==> config.mk <==
export PLATFORM = sky130hd
export DESIGN_NAME = mastermind_round_sched
export DESIGN_NICKNAME = d
export VERILOG_FILES = /design/src/rtl/mastermind_round_sched.sv
export SDC_FILE = /design/constraint.sdc
export NUM_CORES = 1
export LEC_CHECK = 0
export CORE_UTILIZATION = 35
export CTS_CLUSTER_DIAMETER = 200
export CTS_CLUSTER_SIZE = 16
export DETAILED_ROUTE_END_ITERATION = 16
export PLACE_DENSITY = 0.71
export REMOVE_ABC_BUFFERS = 1
export SLEW_MARGIN = 5
export SYNTH_ARGS = -nofsm -noshare
export SYNTH_HDL_FRONTEND = slang
export SYNTH_SLANG_ARGS = --single-unit
export TNS_END_PERCENT = 20
==> constraint.sdc <==
create_clock -name clk -period 1.54 [get_ports clk]
set_clock_uncertainty 0.1 [all_clocks]
set_input_delay 0.308 -clock clk [delete_from_list [all_inputs] [get_ports clk]]
set_output_delay 0.308 -clock clk [all_outputs]
set_load 0.02 [all_outputs]
==> src/rtl/mastermind_round_sched.sv <==
// Mastermind round sequencer: LOAD-button press edges become per-slot write strobes,
// then a 4-cycle peg-compare sweep, guess counting and WIN/LOSE. Optional: BTN_SYNC_EN.
module mastermind_round_sched #(
  parameter int MAX_GUESSES = 8,
  parameter int CNT_W       = 4
) (
  input  logic             clk,
  input  logic             resetn,
  input  logic             load_req,
  input  logic [2:0]       red_in,
  input  logic [2:0]       white_in,
  output logic [3:0]       load_code,
  output logic [3:0]       load_guess,
  output logic             clr_fb,
  output logic             compare_en,
  output logic [1:0]       compare_i,
  output logic [1:0]       slot,
  output logic [CNT_W-1:0] guess_num,
  output logic             result_valid,
  output logic             win,
  output logic             lose
);

  typedef enum logic [2:0] {S_CODE, S_GUESS, S_CMP, S_EVAL, S_WIN, S_LOSE} state_t;

  localparam logic [CNT_W-1:0] MAX_C = CNT_W'(MAX_GUESSES);

  logic btn;
  logic req_q;
  logic press;

`ifdef BTN_SYNC_EN
  logic [1:0] sync_q;
  always_ff @(posedge clk) begin
    if (!resetn) sync_q <= 2'b00;
    else         sync_q <= {sync_q[0], load_req};
  end
  assign btn = sync_q[1];
`else
  assign btn = load_req;
`endif

  assign press = btn & ~req_q;

  state_t           state_q, state_d;
  logic [1:0]       slot_q, slot_d;
  logic [1:0]       cmp_i_q, cmp_i_d;
  logic             cmp_en_q, cmp_en_d;
  logic [CNT_W-1:0] gnum_q, gnum_d, gnum_inc;
  logic             rv_q, rv_d;
  logic             win_q, win_d;
  logic             lose_q, lose_d;
  logic [3:0]       load_code_q, load_code_d;
  logic [3:0]       load_guess_q, load_guess_d;
  logic             clr_fb_q, clr_fb_d;
  logic [3:0]       slot_oh;

  assign slot_oh  = 4'b0001 << slot_q;
  assign gnum_inc = (gnum_q == MAX_C) ? gnum_q : gnum_q + CNT_W'(1);

  always_comb begin
    state_d      = state_q;
    slot_d       = slot_q;
    cmp_i_d      = cmp_i_q;
    cmp_en_d     = cmp_en_q;
    gnum_d       = gnum_q;
    rv_d         = rv_q;
    win_d        = win_q;
    lose_d       = lose_q;
    load_code_d  = 4'b0000;
    load_guess_d = 4'b0000;
    clr_fb_d     = 1'b0;
    unique case (state_q)
      S_CODE: if (press) begin
        load_code_d = slot_oh;
        slot_d      = slot_q + 2'd1;
        if (slot_q == 2'd3) state_d = S_GUESS;
      end
      S_GUESS: if (press) begin
        load_guess_d = slot_oh;
        slot_d       = slot_q + 2'd1;
        // First guess slot of a round wipes the previous round's feedback
        if (slot_q == 2'd0) begin
          clr_fb_d = 1'b1;
          rv_d     = 1'b0;
        end
        if (slot_q == 2'd3) begin
          state_d  = S_CMP;
          cmp_en_d = 1'b1;
          cmp_i_d  = 2'd0;
        end
      end
      S_CMP: begin
        cmp_i_d = cmp_i_q + 2'd1;
        if (cmp_i_q == 2'd3) begin
          cmp_en_d = 1'b0;
          state_d  = S_EVAL;
        end
      end
      S_EVAL: begin
        // red_in now reflects the slot-3 compare registered at the end of CMP
        gnum_d = gnum_inc;
        rv_d   = 1'b1;
        slot_d = 2'd0;
        if (red_in == 3'd4) begin
          win_d   = 1'b1;
          state_d = S_WIN;
        end else if (gnum_inc == MAX_C) begin
          lose_d  = 1'b1;
          state_d = S_LOSE;
        end else begin
          state_d = S_GUESS;
        end
      end
      S_WIN, S_LOSE: if (press) begin
        clr_fb_d = 1'b1;
        gnum_d   = '0;
        rv_d     = 1'b0;
        win_d    = 1'b0;
        lose_d   = 1'b0;
        slot_d   = 2'd0;
        state_d  = S_CODE;
      end
      default: state_d = S_CODE;
    endcase
  end

  always_ff @(posedge clk) begin
    if (!resetn) begin
      state_q      <= S_CODE;
      req_q        <= 1'b0;
      slot_q       <= 2'd0;
      cmp_i_q      <= 2'd0;
      cmp_en_q     <= 1'b0;
      gnum_q       <= '0;
      rv_q         <= 1'b0;
      win_q        <= 1'b0;
      lose_q       <= 1'b0;
      load_code_q  <= 4'b0000;
      load_guess_q <= 4'b0000;
      clr_fb_q     <= 1'b0;
    end else begin
      state_q      <= state_d;
      req_q        <= btn;
      slot_q       <= slot_d;
      cmp_i_q      <= cmp_i_d;
      cmp_en_q     <= cmp_en_d;
      gnum_q       <= gnum_d;
      rv_q         <= rv_d;
      win_q        <= win_d;
      lose_q       <= lose_d;
      load_code_q  <= load_code_d;
      load_guess_q <= load_guess_d;
      clr_fb_q     <= clr_fb_d;
    end
  end

  assign load_code    = load_code_q;
  assign load_guess   = load_guess_q;
  assign clr_fb       = clr_fb_q;
  assign compare_en   = cmp_en_q;
  assign compare_i    = cmp_i_q;
  assign slot         = slot_q;
  assign guess_num    = gnum_q;
  assign result_valid = rv_q;
  assign win          = win_q;
  assign lose         = lose_q;

  logic unused_white;
  assign unused_white = ^white_in;

endmodule
Word level (Yosys, flattened, before mapping)
Cells that the tools add are included.
W data, S select, Z words.
{"block": "totals", "reg_bits": 25, "latch_bits": 0, "ramBits": 0, "romBits": 0, "input_bits": 9, "elab_cells": 93, "mem_count": 0}
{"block": "classes", "add_sub_neg": 3, "mul": 0, "n_div": 0, "n_lt_le_gt_ge": 0, "n_eq_ne": 21, "shift": 1, "mux": 36, "bitwise_logic": 2, "reduce_logical": 18}
{"op": "$mux W3", "count": 8}
{"op": "$ne A2 B2 Y1 const B", "count": 10}
{"op": "$pmux W3 S5", "count": 1}
{"op": "$mux W1", "count": 12}
{"op": "$mux W4", "count": 3}
{"op": "$reduce_and A4 Y1", "count": 3}
{"op": "$eq A3 B3 Y1 const B", "count": 3}
{"op": "$reduce_and A3 Y1", "count": 3}
{"op": "$eq A4 B4 Y1 const B", "count": 2}
{"op": "$mux W2", "count": 4}
{"op": "$pmux W1 S2", "count": 4}
{"op": "$pmux W4 S2", "count": 1}
{"op": "$eq A3 B2 Y1 const B", "count": 2}
{"op": "$pmux W2 S3", "count": 1}
{"op": "$reduce_and A2 Y1", "count": 3}
{"op": "$reduce_and A6 Y1", "count": 1}
{"op": "$reduce_bool A3 Y1", "count": 2}
{"op": "$add A2 B1 Y2 const B", "count": 2}
{"op": "$add A4 B1 Y4 const B", "count": 1}
{"op": "$eq A2 B2 Y1 const B", "count": 2}
{"op": "$pmux W2 S2", "count": 1}
{"op": "$reduce_bool A2 Y1", "count": 2}
{"op": "$reduce_or A2 Y1", "count": 2}
{"op": "$shl A1 B2 Y4 const A", "count": 1}
{"op": "other kinds (7)", "count": 7}

Depth between registers and ports, before layout
Gate-level depths: netlist of the first run.
{"block": "logic_depth", "ltp_word": 6, "mapped_depth": 6}

Least setup slack after synthesis of the first run
Ideal clock, no wire load.
{"block": "synth_path", "path_type": "register -> register", "from": "register gnum_q[0] (netlist: guess_num[0])", "to": "register state_q[2]", "arrival_time_ps": 1332, "required_ps": 1370, "setup_slack_ps": 39, "path_stages_with_launch": 7, "cell_sequence": "dfxtp_1 -> inv_1 -> ha_1 -> nand4bb_1 -> o22ai_1 -> o21ai_1 -> a21boi_1"}
{"block": "synth_via", "elab_chain_len": 6, "word_cells_on_any_way": 7}
{"element": "from (decl)", "line": "49", "text": "logic [CNT_W-1:0] gnum_q, gnum_d, gnum_inc;"}
{"element": "from (signal assigned)", "line": "148", "text": "gnum_q <= gnum_d;"}
{"element": "$add A4 B1 Y4 or $eq A4 B4 Y1 (tied branches)", "line": "59", "text": "assign gnum_inc = (gnum_q == MAX_C) ? gnum_q : gnum_q + CNT_W'(1);"}
{"element": "$mux W4 *", "line": "59"}
{"element": "$eq A4 B4 Y1 *", "line": "108", "text": "end else if (gnum_inc == MAX_C) begin"}
{"element": "$mux W3 *", "line": "108"}
{"element": "$mux W3 *", "line": "105", "text": "if (red_in == 3'd4) begin"}
{"element": "$pmux W3 S5 *", "line": "73", "text": "unique case (state_q)"}
{"element": "to (signal assigned)", "line": "143", "text": "state_q <= state_d;"}
{"element": "to (decl)", "line": "45", "text": "state_t state_q, state_d;"}
Every way passes the cells marked *; elsewhere a longest branch is shown, timed or not.
A chain may end at the register's enable or synchronous reset.

Final worst setup path of the first run
{"block": "layout_path", "from": "register slot_q[0] (netlist: slot[0])", "to": "output slot[0]"}
{"element": "from (decl)", "line": "46", "text": "logic [1:0] slot_q, slot_d;"}
{"element": "from (signal assigned)", "line": "145", "text": "slot_q <= slot_d;"}
{"element": "to (decl)", "line": "17", "text": "output logic [1:0] slot,"}
No word-level cell between the ends.

==> out/metrics.yaml, run 1 <==
timing:
  fmax_mhz: 670
  hold_viol_final: 0
  fin_ws_ns: 0.0485
  slew_headroom_pct: 75.6
  tightest_slew_ns: 0.366
  rsz0062_at_grt: "false"
  setup_viol: 0
  post-route-min-period_ns: 1.49
  final_max_slew_viol_count: 0
  finalCritPeriodShare_pct: 96.8
synth:
  async_flop_share_pct: 0
  yosysTopAreaCellShare_pct: 41.4
  synth_ff_type: "dfxtp_1"
  synthTopCellsByArea: "dfxtp_1 41%, ha_1 7.2%, and3_1 3.1%"
  synth_edf_count: 0
  post-synth-top-area-cell: "dfxtp_1"
  synth.cell_area_um2: 1210
  synth_cell_types: 43
  netlist_instances: 130
  yosysWarnings: 0
  syn_avg_cell_area_um2: 9.31
  ys_top_cells_by_count: "25 x dfxtp_1, 10 x nand2_1, 9 x nor2_1, 7 x ha_1, 7 x o21ai_1"
  ys_seq_area_share_pct: 41.4
  yosysMostFrequentCell: "dfxtp_1"
  ys_seq_elements: 25
finish:
  antenna_cells: 0
  fillers: 326
  multiInputGateArea_um2: 656
  instances_no_fill: 209
  nets: 182
  ff_latch_area_um2: 503
  layout-drive-gt1-share_pct: 14.5
  syn_to_final_growth_pct: 30.3
global_route:
  grt_pass1_wl_mm: 4.11
  grt_max_degree: 16
  overflow: 0
  grt_pass1_vias: 975
  antenna_found_initial: 0
  grt_use_total_pct: 15.1
setup_path:
  cp_cell_sequence: "dlygate4sd2_1"
  path_depth: 1
  critical-path-top-delay-family: "flip-flops"
  worstRegToRegCells: 3
  critPathBufInv: 1
  end_kind: "output port"
  crit_arrival_ns: 1.08
  crit_slowest_cell: "dfxtp_1"
  critPathRequiredTime_ns: 1.13
  start_kind: "register"
  max_stage_delay_ns: 0.41
  crit_fanout: 4
  crit_type: "reg -> out"
power:
  p_per_area_nw_per_um2: 667
  p_int_mw: 0.802
  p_comb_share_pct: 8.9
  power_mw: 1.05
  pwr-share-seq_pct: 62.9
  leakage_nw: 0.784
  clock_power_share_pct: 28.1
  p_sw_share_pct: 23.7
  switchingPower_mw: 0.249
  ir_worst_vdd_v: 0.000340
floorplan:
  pin_count: 30
  rows: 20
  initial_utilization_pct: 38.4
  die_h_um: 60.8
  dieArea_um2: 3700
  die_x_um: 60.8
  coreArea_um2: 3150
hold_path:
  hold_path.class: "reg -> reg"
  holdPathStages: 2
route:
  wl_per_cell_um: 12.2
  firstDrtPassIters: 4
  vias: 1038
  finalWirelength_mm: 2.55
  drc: 0
  drtIter0Drc: 26
  detail-route-antenna-nets: 0
  routed_via_density: 4.97
place:
  dp.cells: 205
  dp_hpwl_mm: 1.91
  place_ws_ns: -0.317
  gp_congestion: 0.759
  port_buffers: 26
cts:
  cts.clk_slew.worst_paths_ns: 0.13
  clk_path_buf_depth: 2
  cts_root_buffer: "clkbuf_4"
  postCtsSetupBuffers: 0
  clkSinkCount: 25
  h-tree-depth: 1
  cts_tree: "yes"
  insertion_delay_ns: 0.32
  numCtsBuffers: 3
run_status:
  outcome: "finished, final reports clean"
run:
  cap_viol_max_count: 0
==> logic make-up after synthesis <==
group	Yosys count	share of synthesized area, %
adders and majority gates	7	7.24
buffers and inverters	11	4.86
xor gates and xnor gates	1	0.724
AOI/OAI and AO/OA	30	17.4
and+or+nand+nor	56	28.4
DFF	25	41.4
==> metrics by stage <==
step / setup TNS, ns / utilization, % / area (um2) / hold WS (ns)
finish: 0 / 50.0 / 1580 / 0.366
global route: 0 / 50.0 / 1580 / 0.377
CTS: 0 / 49.7 / 1570 / 0.365
detailed placement: -2.48 / 49.7 / 1570 / 0.350
global placement: -1.92 / 49.7 / 1570 / 0.338
floorplan: 0 / - / 1170 / 0.330
==> layout by cell type (no fill, tap or decap), types with 2 or more instances in the layout <==
| cell type | instances |
|---|---|
| nand4bb_1 | 2 |
| nand2b_1 | 3 |
| nand2_1 | 10 |
| dfxtp_2 | 2 |
| nor2b_1 | 3 |
| buf_4 | 11 |
| nor3b_2 | 2 |
| dfxtp_1 | 23 |
| dlygate4sd2_1 | 20 |
| nand3_1 | 4 |
| a21oi_1 | 4 |
| and3b_1 | 2 |
| ha_1 | 7 |
| o22ai_1 | 2 |
| a21boi_1 | 4 |
| a31oi_1 | 3 |
| clkbuf_4 | 3 |
| and2_1 | 2 |
| nor3_1 | 4 |
| o21ai_0 | 2 |
| o21ai_1 | 7 |
| nor3b_1 | 2 |
| inv_1 | 4 |
| and3_1 | 6 |
| nor2_1 | 9 |
| clkdlybuf4s50_1 | 5 |
==> flip-flops by register name, indices dropped and copies added, names as in the netlist <==
| name | count |
|---|---|
| req_q | 1 |
| slot | 2 |
| load_code | 4 |
| clr_fb | 1 |
| compare_i | 2 |
| state_q | 3 |
| load_guess | 4 |
| guess_num | 4 |
| compare_en | 1 |
| lose | 1 |
| win | 1 |
| result_valid | 1 |
==> power by group through the flow <==
stage / registers, mW / clock network (mW) / logic, mW
floorplan: 0.683 / 0 / 0.0389
global placement: 0.675 / 0 / 0.0949
detailed placement: 0.676 / 0 / 0.0968
CTS: 0.661 / 0.306 / 0.0925
global route: 0.663 / 0.327 / 0.104
finish: 0.661 / 0.296 / 0.0940
==> worst paths after layout <==
check	end	slack [ns]	start
worst min register to register	compare_en	0.37	compare_en
worst min-delay path	compare_en	0.37	compare_en
worst max-delay path	slot[0]	0.05	slot[0]
worst max register to register	guess_num[0]	0.13	state_q[2]
==> repair_timing <==
action / in CTS / in global routing
hold endpoints to repair: 0 / 0
endpoints found under the setup margin: 21 / 8
resized for setup: 21 / 4
hold buffers: 0 / 0
==> layer usage <==
layer / GRT usage [%] / wire, um / vias to the layer above
met2: 28.6 / 1230 / 25
met1: 16.1 / 1150 / 475
met5: 0 / 0 / -
met4: 6.82 / 48 / 0
li1: - / - / 533
met3: 2.77 / 116 / 5
==> layout make-up <==
| cell class | count | share of cell area [%] |
|---|---|---|
| Tap cell | 44 | 3.49 |
| Sequential cell | 25 | 31.9 |
| Timing Repair Buffer | 37 | 20.2 |
| Multi-Input combinational cell | 94 | 41.6 |
| Clock buffer | 4 | 1.67 |
| Inverter | 5 | 1.19 |
No activity file was read; power rests on OpenSTA's default activity.
==> run 2: changes to the inputs <==
Settings changed: CORE_UTILIZATION 35 to 30, PLACE_DENSITY 0.71 to 0.64.
==> run 2 against run 1 <==
Clock power grew 28%. Maximum frequency grew 2.0%. Power is 8.5% higher. Core utilization is 7.0 points lower. Non-clock buffer count increased by 2. Hold slack got worse by 0.0066 ns. Die area is 16% higher. Count of clock-buffer cells in the layout unchanged. Worst setup slack improved by 0.029 ns. First-iteration DRC count decreased by 62%. Global-route usage shrank 1.8 points. Largest cell class unchanged. Highest routed layer unchanged.
==> out/metrics.yaml, run 2 (synthesized netlist as in run 1, its figures left out) <==
finish:
  layout_common_cells: "22 x dfxtp_1, 21 x dlygate4sd2_1, 13 x buf_4"
  instances_no_fill: 215
  syn_to_final_growth_pct: 33.9
  layout-drive-gt1-share_pct: 16.8
  nets: 184
  fillers: 367
  antenna_cells: 0
  final_common_cell: "dfxtp_1"
floorplan:
  pin_count: 30
  rows: 22
  initial_utilization_pct: 32.1
  dieArea_um2: 4290
  coreArea_um2: 3770
  die_x_um: 65.5
  die_h_um: 65.5
timing:
  setup_tns_ns: 0
  finalCritPeriodShare_pct: 95.0
  setup_viol: 0
  hold_viol_final: 0
  tightest_slew_ns: 0.286
  final_max_slew_viol_count: 0
  slew_headroom_pct: 80.8
  fin_ws_ns: 0.0776
  fmax_mhz: 684
  rsz0062_at_grt: "false"
  post-route-min-period_ns: 1.46
setup_path:
  crit_fanout: 7
  end_kind: "output port"
  critPathBufInv: 1
  start_kind: "register"
  crit_slowest_cell: "dfxtp_1"
  cp_cell_sequence: "dlygate4sd2_1"
  crit_arrival_ns: 1.05
  crit_type: "reg -> out"
  critPathRequiredTime_ns: 1.13
  critical-path-top-delay-family: "flip-flops"
  max_stage_delay_ns: 0.43
power:
  leakage_nw: 0.805
  p_per_area_nw_per_um2: 704
  ir_worst_vdd_v: 0.000248
  power_mw: 1.14
place:
  gp_congestion: 0.782
  dp_hpwl_mm: 1.97
  port_buffers: 26
  place_ws_ns: -0.239
  dp.cells: 211
cts:
  insertion_delay_ns: 0.26
  cts_root_buffer: "clkbuf_8"
  clk_path_buf_depth: 2
  numCtsBuffers: 3
  cts_tree: "yes"
  cts.clk_slew.worst_paths_ns: 0.08
  cts.hold.buffers_added: 0
  clkSinkCount: 25
  h-tree-depth: 1
  postCtsSetupBuffers: 0
global_route:
  overflow: 0
  grt_use_total_pct: 13.3
  grt_pass1_vias: 986
  grt_max_degree: 16
  grt_pass1_wl_mm: 4.47
  antenna_found_initial: 0
route:
  firstDrtPassIters: 4
  drtIter0Drc: 10
  routed_via_density: 4.87
  wl_per_cell_um: 12.3
  drc: 0
  vias: 1048
  finalWirelength_mm: 2.64
  detail-route-antenna-nets: 0
run:
  cap_viol_max_count: 0
run_status:
  outcome: "finished, final reports clean"
hold_path:
  hold_path.class: "reg -> reg"
run 2: cell type report:
class | count | area [um2] | area share, %
Inverter | 5 | 18.8 | 1.16
Tap cell | 48 | 60.1 | 3.71
Multi-Input combinational cell | 94 | 661 | 40.8
Clock buffer | 4 | 45.0 | 2.78
Timing Repair Buffer | 39 | 332 | 20.5
Sequential cell | 25 | 504 | 31.1
run 2: what timing repair did:
action | 4_1_cts | 5_1_grt
setup endpoints to repair | 21 | 8
resized for setup | 21 | 5
pin swaps | 0 | 0
run 2: worst paths after layout:
| path | startpoint | end | slack [ns] | cells after the start |
|---|---|---|---|---|
| setup / recovery | guess_num[2] | guess_num[2] | 0.08 | 1 |
| hold / removal | compare_en | compare_en | 0.36 | 2 |
| setup reg to reg | guess_num[1] | lose | 0.12 | 6 |
| hold reg to reg | compare_en | compare_en | 0.36 | 2 |
run 2: per-layer routing:
layer | wire length, um | vias to the layer above | track usage (%) | share of wire (%)
li1 | - | 538 | - | -
met1 | 1220 | 481 | 17.6 | 46
met2 | 1270 | 27 | 22.2 | 48
met3 | 127 | 2 | 1.91 | 4.8
met4 | 19 | 0 | 4.08 | 0.72
met5 | 0 | - | 0 | 0
run 2: per-stage QoR:
step / util (%) / hold WS (ns) / cell area, um2
after global placement: 42.1 / 0.351 / 1590
after floorplan: - / 0.330 / 1170
after detailed placement: 42.1 / 0.360 / 1590
after CTS: 42.6 / 0.369 / 1610
final: 43.0 / 0.359 / 1620
after global routing: 43.0 / 0.401 / 1620
run 2: power breakdown:
part | total, mW | switching [mW] | internal [mW]
Combinational | 0.100 | 0.0492 | 0.0510
Sequential | 0.660 | 0.00673 | 0.654
Clock | 0.380 | 0.195 | 0.185
